### src/rtl/ex_1_sweep_ctrl_pkg.sv
// rtl/ex_1_sweep_ctrl_pkg.sv - shared widths, golden table and state encoding for the ex_1 sweep
package ex_1_sweep_ctrl_pkg;

  localparam int unsigned EX1_VEC_W  = 4;
  localparam logic [15:0] EX1_GOLDEN = 16'h1133;

  typedef enum logic [1:0] {
    ST_IDLE = 2'd0,
    ST_HOLD = 2'd1,
    ST_DONE = 2'd2
  } sweep_state_e;

endpackage

### src/rtl/ex_1_first_mismatch.sv
// rtl/ex_1_first_mismatch.sv - 16-to-4 lowest-set-bit priority encoder with an all-clear flag
module ex_1_first_mismatch (
  input  logic [15:0] diff,
  output logic [3:0]  idx,
  output logic        none
);

  always_comb begin
    idx  = '0;
    none = (diff == 16'd0);
    // Scan downward so the lowest set bit is the last one written.
    for (int i = 15; i >= 0; i--) begin
      if (diff[i]) begin
        idx = 4'(i);
      end
    end
  end

endmodule

### src/rtl/ex_1_sweep_ctrl.sv
// rtl/ex_1_sweep_ctrl.sv - clocked 16-vector self-test sweep of the ex_1 gate network
module ex_1_sweep_ctrl
  import ex_1_sweep_ctrl_pkg::*;
#(
  parameter int unsigned SETTLE = 2,
  parameter logic [15:0] GOLDEN = EX1_GOLDEN
) (
  input  logic                 clk,
  input  logic                 rst_n,
  input  logic                 start,
  input  logic                 abort,
  input  logic                 y,
  output logic                 a,
  output logic                 b,
  output logic                 c,
  output logic                 d,
  output logic                 busy,
  output logic                 done,
  output logic                 pass,
  output logic [EX1_VEC_W-1:0] fail_idx,
  output logic [15:0]          table_out
);

  localparam logic [3:0] SETTLE_LAST = 4'(SETTLE - 1);

  sweep_state_e         state_q, state_d;
  logic [EX1_VEC_W-1:0] vec_q, vec_d;
  logic [3:0]           cnt_q, cnt_d;
  logic [15:0]          table_q, table_d;
  logic                 busy_q, busy_d;
  logic                 done_q, done_d;
  logic                 pass_q, pass_d;
  logic [EX1_VEC_W-1:0] fail_idx_q, fail_idx_d;

  logic [15:0]          table_sampled;
  logic [15:0]          mismatch;
  logic [3:0]           mm_idx;
  logic                 mm_none;

  // Table as it will look once the current vector's y is folded in, so the
  // verdict on the last vector is ready in the same cycle as done.
  always_comb begin
    table_sampled        = table_q;
    table_sampled[vec_q] = y;
  end

  assign mismatch = table_sampled ^ GOLDEN;

  ex_1_first_mismatch u_first_mismatch (
    .diff (mismatch),
    .idx  (mm_idx),
    .none (mm_none)
  );

  always_comb begin
    state_d    = state_q;
    vec_d      = vec_q;
    cnt_d      = cnt_q;
    table_d    = table_q;
    busy_d     = 1'b0;
    done_d     = 1'b0;
    pass_d     = pass_q;
    fail_idx_d = fail_idx_q;

    unique case (state_q)
      ST_IDLE: begin
        if (start && !abort) begin
          state_d    = ST_HOLD;
          vec_d      = '0;
          cnt_d      = '0;
          table_d    = '0;
          pass_d     = 1'b0;
          fail_idx_d = '0;
          busy_d     = 1'b1;
        end
      end
      ST_HOLD: begin
        if (abort) begin
          state_d    = ST_IDLE;
          vec_d      = '0;
          cnt_d      = '0;
          pass_d     = 1'b0;
          fail_idx_d = '0;
        end else if (cnt_q == SETTLE_LAST) begin
          table_d = table_sampled;
          cnt_d   = '0;
          if (vec_q == 4'd15) begin
            state_d    = ST_DONE;
            done_d     = 1'b1;
            pass_d     = mm_none;
            fail_idx_d = mm_none ? 4'd0 : mm_idx;
          end else begin
            vec_d  = vec_q + 4'd1;
            busy_d = 1'b1;
          end
        end else begin
          cnt_d  = cnt_q + 4'd1;
          busy_d = 1'b1;
        end
      end
      ST_DONE: begin
        state_d = ST_IDLE;
        vec_d   = '0;
      end
      default: begin
        state_d = ST_IDLE;
        vec_d   = '0;
        cnt_d   = '0;
      end
    endcase
  end

  always_ff @(posedge clk or negedge rst_n) begin
    if (!rst_n) begin
      state_q    <= ST_IDLE;
      vec_q      <= '0;
      cnt_q      <= '0;
      table_q    <= '0;
      busy_q     <= 1'b0;
      done_q     <= 1'b0;
      pass_q     <= 1'b0;
      fail_idx_q <= '0;
    end else begin
      state_q    <= state_d;
      vec_q      <= vec_d;
      cnt_q      <= cnt_d;
      table_q    <= table_d;
      busy_q     <= busy_d;
      done_q     <= done_d;
      pass_q     <= pass_d;
      fail_idx_q <= fail_idx_d;
    end
  end

  assign {a, b, c, d} = vec_q;
  assign busy         = busy_q;
  assign done         = done_q;
  assign pass         = pass_q;
  assign fail_idx     = fail_idx_q;
  assign table_out    = table_q;

endmodule
### config.mk
export PLATFORM = sky130hd
export DESIGN_NAME = ex_1_sweep_ctrl
export DESIGN_NICKNAME = d
export VERILOG_FILES = /design/src/rtl/ex_1_sweep_ctrl_pkg.sv /design/src/rtl/ex_1_first_mismatch.sv /design/src/rtl/ex_1_sweep_ctrl.sv
export SDC_FILE = /design/constraint.sdc
export NUM_CORES = 1
export LEC_CHECK = 0
export BUFFER_PORTS_ARGS = -buffer_cell sky130_fd_sc_hd__buf_2
export CAP_MARGIN = 20
export CORE_MARGIN = 2
export CORE_UTILIZATION = 56
export CTS_CLUSTER_DIAMETER = 100
export DETAILED_ROUTE_END_ITERATION = 6
export GPL_TIMING_DRIVEN = 0
export PLACE_DENSITY = 0.87
export SLEW_MARGIN = 25
export SYNTH_ARGS = -nofsm -noshare
export SYNTH_HDL_FRONTEND = slang
export SYNTH_SLANG_ARGS = --single-unit
### constraint.sdc
create_clock -name clk -period 2.9 [get_ports clk]
set_input_delay 0.29 -clock clk [delete_from_list [all_inputs] [get_ports clk]]
set_output_delay 0.29 -clock clk [all_outputs]
set_load 0.01 [all_outputs]
==> flow_summary.json, run 1 <==
{
  "antenna-diode-count": 0,
  "fin_crit_sh": 0.7869,
  "io_buffers": 30,
  "synth_area_leaders": "dfrtp_1 (41%), o21ai_0 (6.4%), mux2i_1 (5.9%)",
  "synth_edf_count": 0,
  "ys_async_sr_fraction": 1.000,
  "netlist_instances": 197,
  "via_per_inst": 5.850,
  "h-tree-depth": 2,
  "seq_area_frac_synth": 0.4079,
  "synth_seq_cells": 33,
  "clockRootBuffer": "clkbuf_4",
  "dp_slack_ns": 0.6328,
  "cp-start-kind": "flop",
  "yosys_warnings": 0,
  "grt_antenna_before_repair": 0,
  "synthFlopType": "dfrtp_1",
  "io_pins": 32,
  "dieArea_um2": 4112,
  "finalWirelength_mm": 4.339,
  "finClkSkew_ns": 0.008252,
  "ctsResizeCount": 0,
  "worstPathMaxFanout": 5,
  "yosysTopAreaCell": "dfrtp_1",
  "power.density_nw_per_um2": 372.6,
  "syn_area_per_cell_um2": 10.28,
  "slew_headroom": 0.5284,
  "path_class": "reg2reg",
  "placed_area_um2": 2232,
  "grt_pass1_wl_mm": 7.383,
  "syn_to_final_growth_pct": 12.98,
  "syn-num-nets": 208,
  "post_cts_buffers": 0,
  "start_util": 0.5927,
  "hold_class": "in2async",
  "drtAntennaViolNets": 0,
  "drtPass1Iterations": 4,
  "p_leak_nw": 1.124,
  "rows": 21,
  "overflow": 0,
  "hpwl_mm": 3.134,
  "layout.nets": 245,
  "fp.dieW_um": 64.13,
  "min_period_ns": 2.282,
  "place_inst": 273,
  "coreArea_um2": 3416,
  "synth_top_area_share": 0.4079,
  "clk_pin_slew_ns": 0.10,
  "holdBufCountCts": 0,
  "vias": 1638,
  "cp.required_ns": 3.14,
  "final_layout_size_suffix_gt1_frac": 0.2863,
  "worst_pin_slew_ns": 0.7074,
  "grt_start_max_net_pins": 34,
  "post-synth-top-count-cell": "dfrtp_1",
  "slew_violations": 0,
  "synth_area_um2": 2024,
  "cts.path.max_buffers": 2,
  "fin_cells": 280,
  "die_y_um": 64.13,
  "crit_start": "vec_q[0]$_DFFE_PN0P_",
  "cts_buffers": 5,
  "violations": "hold timing",
  "drc": 0,
  "cp-end-kind": "flop",
  "grt_use_total": 0.2340,
  "drt_iter0_markers": 96,
  "insertion_delay_ns": 0.34,
  "hold_viol": 26,
  "grt_pass1_vias": 1549,
  "r2r-start": "vec_q[0]$_DFFE_PN0P_",
  "report.final.setup_viol": 0,
  "max_freq_mhz": 438.2,
  "tritoncts": "yes",
  "synth.top_cells.by_count": "dfrtp_1 (33), nand2_1 (26), o21ai_0 (26)",
  "fin_ws_ns": 0.6180,
  "design_area_um2": 2287,
  "gp_congestion": 0.8320,
  "hold_ws_ns": -0.01605,
  "ir_drop_v": 0.0003318,
  "fin_setup_tns_ns": 0,
  "rsz0062_at_grt": "no",
  "arrival_ns": 2.52,
  "clock-sinks": 33,
  "yosysUniqueCellTypes": 49,
  "wl_per_cell_um": 15.50,
  "max-cap-violations": 0,
  "outcome": "finished, violations left"
}
==> final cells by class <==
cell class / instances / area [µm²]
multi-input cells: 151 / 1106
clock buffers: 7 / 55.05
repair buffers: 30 / 150.1
flip-flops and latches: 33 / 825.8
fillers: 303 / 1129
plain buffers: 9 / 77.57
well taps: 46 / 57.56
inverters: 4 / 15.01
==> report_power, final <==
part / leakage, nW / switching, mW / internal [mW]
clock: 0.0314 / 0.154 / 0.114
combinational: 0.636 / 0.0672 / 0.0366
sequential: 0.456 / 0.0103 / 0.469
==> sequential cells by signal, summed over array words and instances (netlist names) <==
signal / count
busy: 1
cnt_q: 4
done: 1
fail_idx: 4
pass: 1
state_q: 2
table_out: 16
vec_q: 4
==> cell families after synthesis <==
kind of cell	after synthesis	share of synthesized area
AO/OA/AOI/OAI	47	0.1527
XOR/XNOR	2	0.008654
adder cells (fa/ha/maj)	6	0.03708
buffers and inverters	13	0.04573
flip-flops	33	0.4079
multiplexers	20	0.1106
AND/OR/NAND/NOR	76	0.2373
==> per-layer routing <==
metal  track usage  share of wire  wire length (µm)  vias up
met2        0.3529           0.46              2011       42
met1        0.3268           0.48              2074      799
met5             0              0                 0        -
li1              -              -                 -      792
met4       0.07713          0.012                51        0
met3       0.06514          0.047               202        5
==> per-stage QoR <==
stage,power (mW),util,hold slack [ns]
6_report,0.8522,0.6696,-0.01605
3_3_place_gp,0.5887,0.6535,0.3789
2_1_floorplan,0.5554,-,-0.005591
4_1_cts,0.8572,0.6696,0.006693
5_1_grt,0.8966,0.6696,0.03486
3_5_place_dp,0.5911,0.6535,0.3840
==> path summary, 6_finish.rpt <==
path,depth (start not counted),slack (ns),endpoint
max in group asynchronous,1,2.46,table_out[14]$_DFFE_PN0P_
worst min-delay path,1,-0.02,fail_idx[1]$_DFFE_PN0P_
worst max register to register,8,0.62,fail_idx[1]$_DFFE_PN0P_
min in group clk,2,0.20,busy$_DFF_PN0_
worst min register to register,2,0.51,table_out[0]$_DFFE_PN0P_
worst max-delay path,8,0.62,fail_idx[1]$_DFFE_PN0P_
==> cells in the final DEF (no fill, tap or decap), types with 2 or more instances in the layout <==
cell type and instances:
mux2i_1 12, mux2i_2 4, a22oi_1 2, nand3_1 6, clkbuf_1 4, a2111oi_0 2
mux2_2 3, nand3b_1 8, nand4_1 2, nor3b_2 3, nand3_2 4, nor2_1 13
xor2_1 2, o21ai_0 26, dfrtp_1 33, o31ai_1 3, a211o_1 2, nand2_1 26
ha_1 6, clkbuf_4 6, inv_1 4, nor3b_1 2, a21oi_1 2, buf_6 3
buf_2 31
==> worst max-delay path, cell delays in order (launching register included) <==
cell,delay (ns)
dfrtp_1,0.44
inv_1,0.13
ha_1,0.27
nor3b_2,0.22
mux2i_1,0.39
nand2_1,0.18
o41ai_2,0.35
a311o_1,0.15
nand2_1,0.05
Note: power is estimated with default switching activity, not from simulation.
==> run 2, diff against run 1 <==
Clock period 2.9 ns to 2.1 ns, I/O delays scaled along.
==> run 2 against run 1 <==
Clock power increased by 40%. Sequential share of layout area decreased by 3.4 points. Sequential cell count unchanged. Highest routed layer unchanged. The flow now finishes without violations. Largest power group unchanged.
==> flow_summary.json, run 2 (synthesis gave the netlist of run 1 again) <==
{
  "coreArea_um2": 3416,
  "max_freq_mhz": 486.7,
  "drt_iter0_markers": 85,
  "slew_headroom": 0.5259,
  "slew_violations": 0,
  "final_layout_size_suffix_gt1_frac": 0.4050,
  "largest_register_ffs": 16,
  "ir_drop_v": 0.0004575,
  "hold_ws_ns": 0.1269,
  "critPathBufInv": 1,
  "rsz0062_at_grt": "yes",
  "grt_use_total": 0.2383,
  "tritoncts": "yes",
  "r2r-start": "vec_q[1]$_DFFE_PN0P_",
  "drtPass1Iterations": 4,
  "h-tree-depth": 2,
  "arrival_ns": 2.35,
  "syn_to_final_growth_pct": 25.28,
  "crit_path_cell_trace": "inv_2 > ha_2 > nand3_1 > mux2i_2 > nand4b_4 > o41ai_2 > a311o_1 > nand2_1",
  "reg2regPathDepth": 8,
  "overflow": 0,
  "antenna-diode-count": 0,
  "grt_start_max_net_pins": 34,
  "timing.rr.end": "fail_idx[1]$_DFFE_PN0P_",
  "min_period_ns": 2.055,
  "cp-start-kind": "flop",
  "hold_path_end": "state_q[0]$_DFFE_PN0P_",
  "hold_class": "in2reg",
  "max-cap-violations": 0,
  "report.final.setup_viol": 0,
  "worstPathMaxFanout": 5,
  "clockRootBuffer": "clkbuf_4",
  "gp_congestion": 0.8320,
  "hold_viol": 0,
  "via_per_inst": 5.962,
  "die_y_um": 64.13,
  "fp.dieW_um": 64.13,
  "insertion_delay_ns": 0.35,
  "rows": 21,
  "p_total_mw": 1.212,
  "clock-sinks": 33,
  "critical_path.slowest_cell": "dfrtp_2",
  "worst_pin_slew_ns": 0.7112,
  "outcome": "finished clean",
  "drc": 0,
  "grt_pass1_wl_mm": 7.521,
  "min_from": "abort",
  "clk_pin_slew_ns": 0.11,
  "grt_pass1_vias": 1562,
  "finClkSkew_ns": 0.01321,
  "drtAntennaViolNets": 0,
  "cts.path.max_buffers": 2,
  "cp.required_ns": 2.40,
  "r2r_setup_slack_ns": 0.05,
  "io_pins": 32,
  "io_buffers": 30,
  "vias": 1717,
  "wl_per_cell_um": 16.97,
  "cp-end-kind": "flop",
  "grt_antenna_before_repair": 0,
  "fin_crit_sh": 0.9784,
  "final_cell_mix": "buf_2 (31), dfrtp_1 (31), o21ai_0 (26)",
  "path_class": "reg2reg",
  "crit_path_max_incr_delay_ns": 0.48,
  "hpwl_mm": 3.134,
  "layout.nets": 253,
  "crit_family": "flip-flops",
  "power.density_nw_per_um2": 477.8,
  "start_util": 0.5927,
  "dieArea_um2": 4112,
  "p_leak_nw": 1.139,
  "finalWirelength_mm": 4.886,
  "min_path_cells": 2,
  "cts_buffers": 5
}
## run 2: layer usage
metal  vias up  routed length [µm]  global-route usage
met4         0                  57             0.07181
met2        58                2341              0.3659
met5         -                   0                   0
met3         6                 262             0.06514
met1       845                2225              0.3310
li1        808                   -                   -
## run 2: timing repair
item                                   in CTS  in global routing
setup endpoints to repair                   4                  7
pin swaps                                   1                  5
endpoints found under the hold margin      33                  0
setup buffers                               3                  5
hold buffers                                1                  0
cloned                                      0                  0
gates resized for setup                     7                 30
## run 2: how the worst max path moves through the flow
| stage | startpoint | end | slack (ns) | depth (start not counted) |
|---|---|---|---|---|
| 2_1_floorplan | vec_q[0]$_DFFE_PN0P_ | fail_idx[1]$_DFFE_PN0P_ | 0.05 | 8 |
| 3_3_place_gp | vec_q[0]$_DFFE_PN0P_ | fail_idx[1]$_DFFE_PN0P_ | -0.15 | 8 |
| 3_5_place_dp | vec_q[0]$_DFFE_PN0P_ | fail_idx[1]$_DFFE_PN0P_ | -0.17 | 8 |
| 4_1_cts | vec_q[0]$_DFFE_PN0P_ | fail_idx[1]$_DFFE_PN0P_ | 0.002 | 8 |
| 5_1_grt | vec_q[1]$_DFFE_PN0P_ | fail_idx[1]$_DFFE_PN0P_ | -0.04 | 8 |
| 6_report | vec_q[1]$_DFFE_PN0P_ | fail_idx[1]$_DFFE_PN0P_ | 0.05 | 8 |
## run 2: final cells by class
class	count	area [µm²]
Inverter	4	17.52
Buffer	8	73.82
Timing Repair Buffer	39	220.2
Tap cell	46	57.56
Clock buffer	7	55.05
Sequential cell	33	828.3
Multi-Input combinational cell	151	1284
Fill cell	252	879.6
## run 2: where the power goes
group          leakage, nW  total, mW  internal, mW  switching [mW]
Sequential           0.453      0.667         0.649          0.0185
Clock               0.0314      0.376         0.158           0.218
Combinational        0.654      0.169        0.0665           0.103
Total                 1.14       1.21         0.873           0.339
## run 2: stage by stage
step | util | TNS [ns] | setup WS [ns] | instance area, µm² | cells
3_3_place_gp | 0.6535 | -0.2944 | -0.1549 | 2232 | 273
2_1_floorplan | - | 0 | 0.05264 | 2024 | 197
5_1_grt | 0.7425 | -0.1089 | -0.03724 | 2536 | 288
3_5_place_dp | 0.6535 | -0.3887 | -0.1672 | 2232 | 273
4_1_cts | 0.6894 | 0 | 0.001886 | 2355 | 284
6_report | 0.7425 | 0 | 0.04528 | 2536 | 288
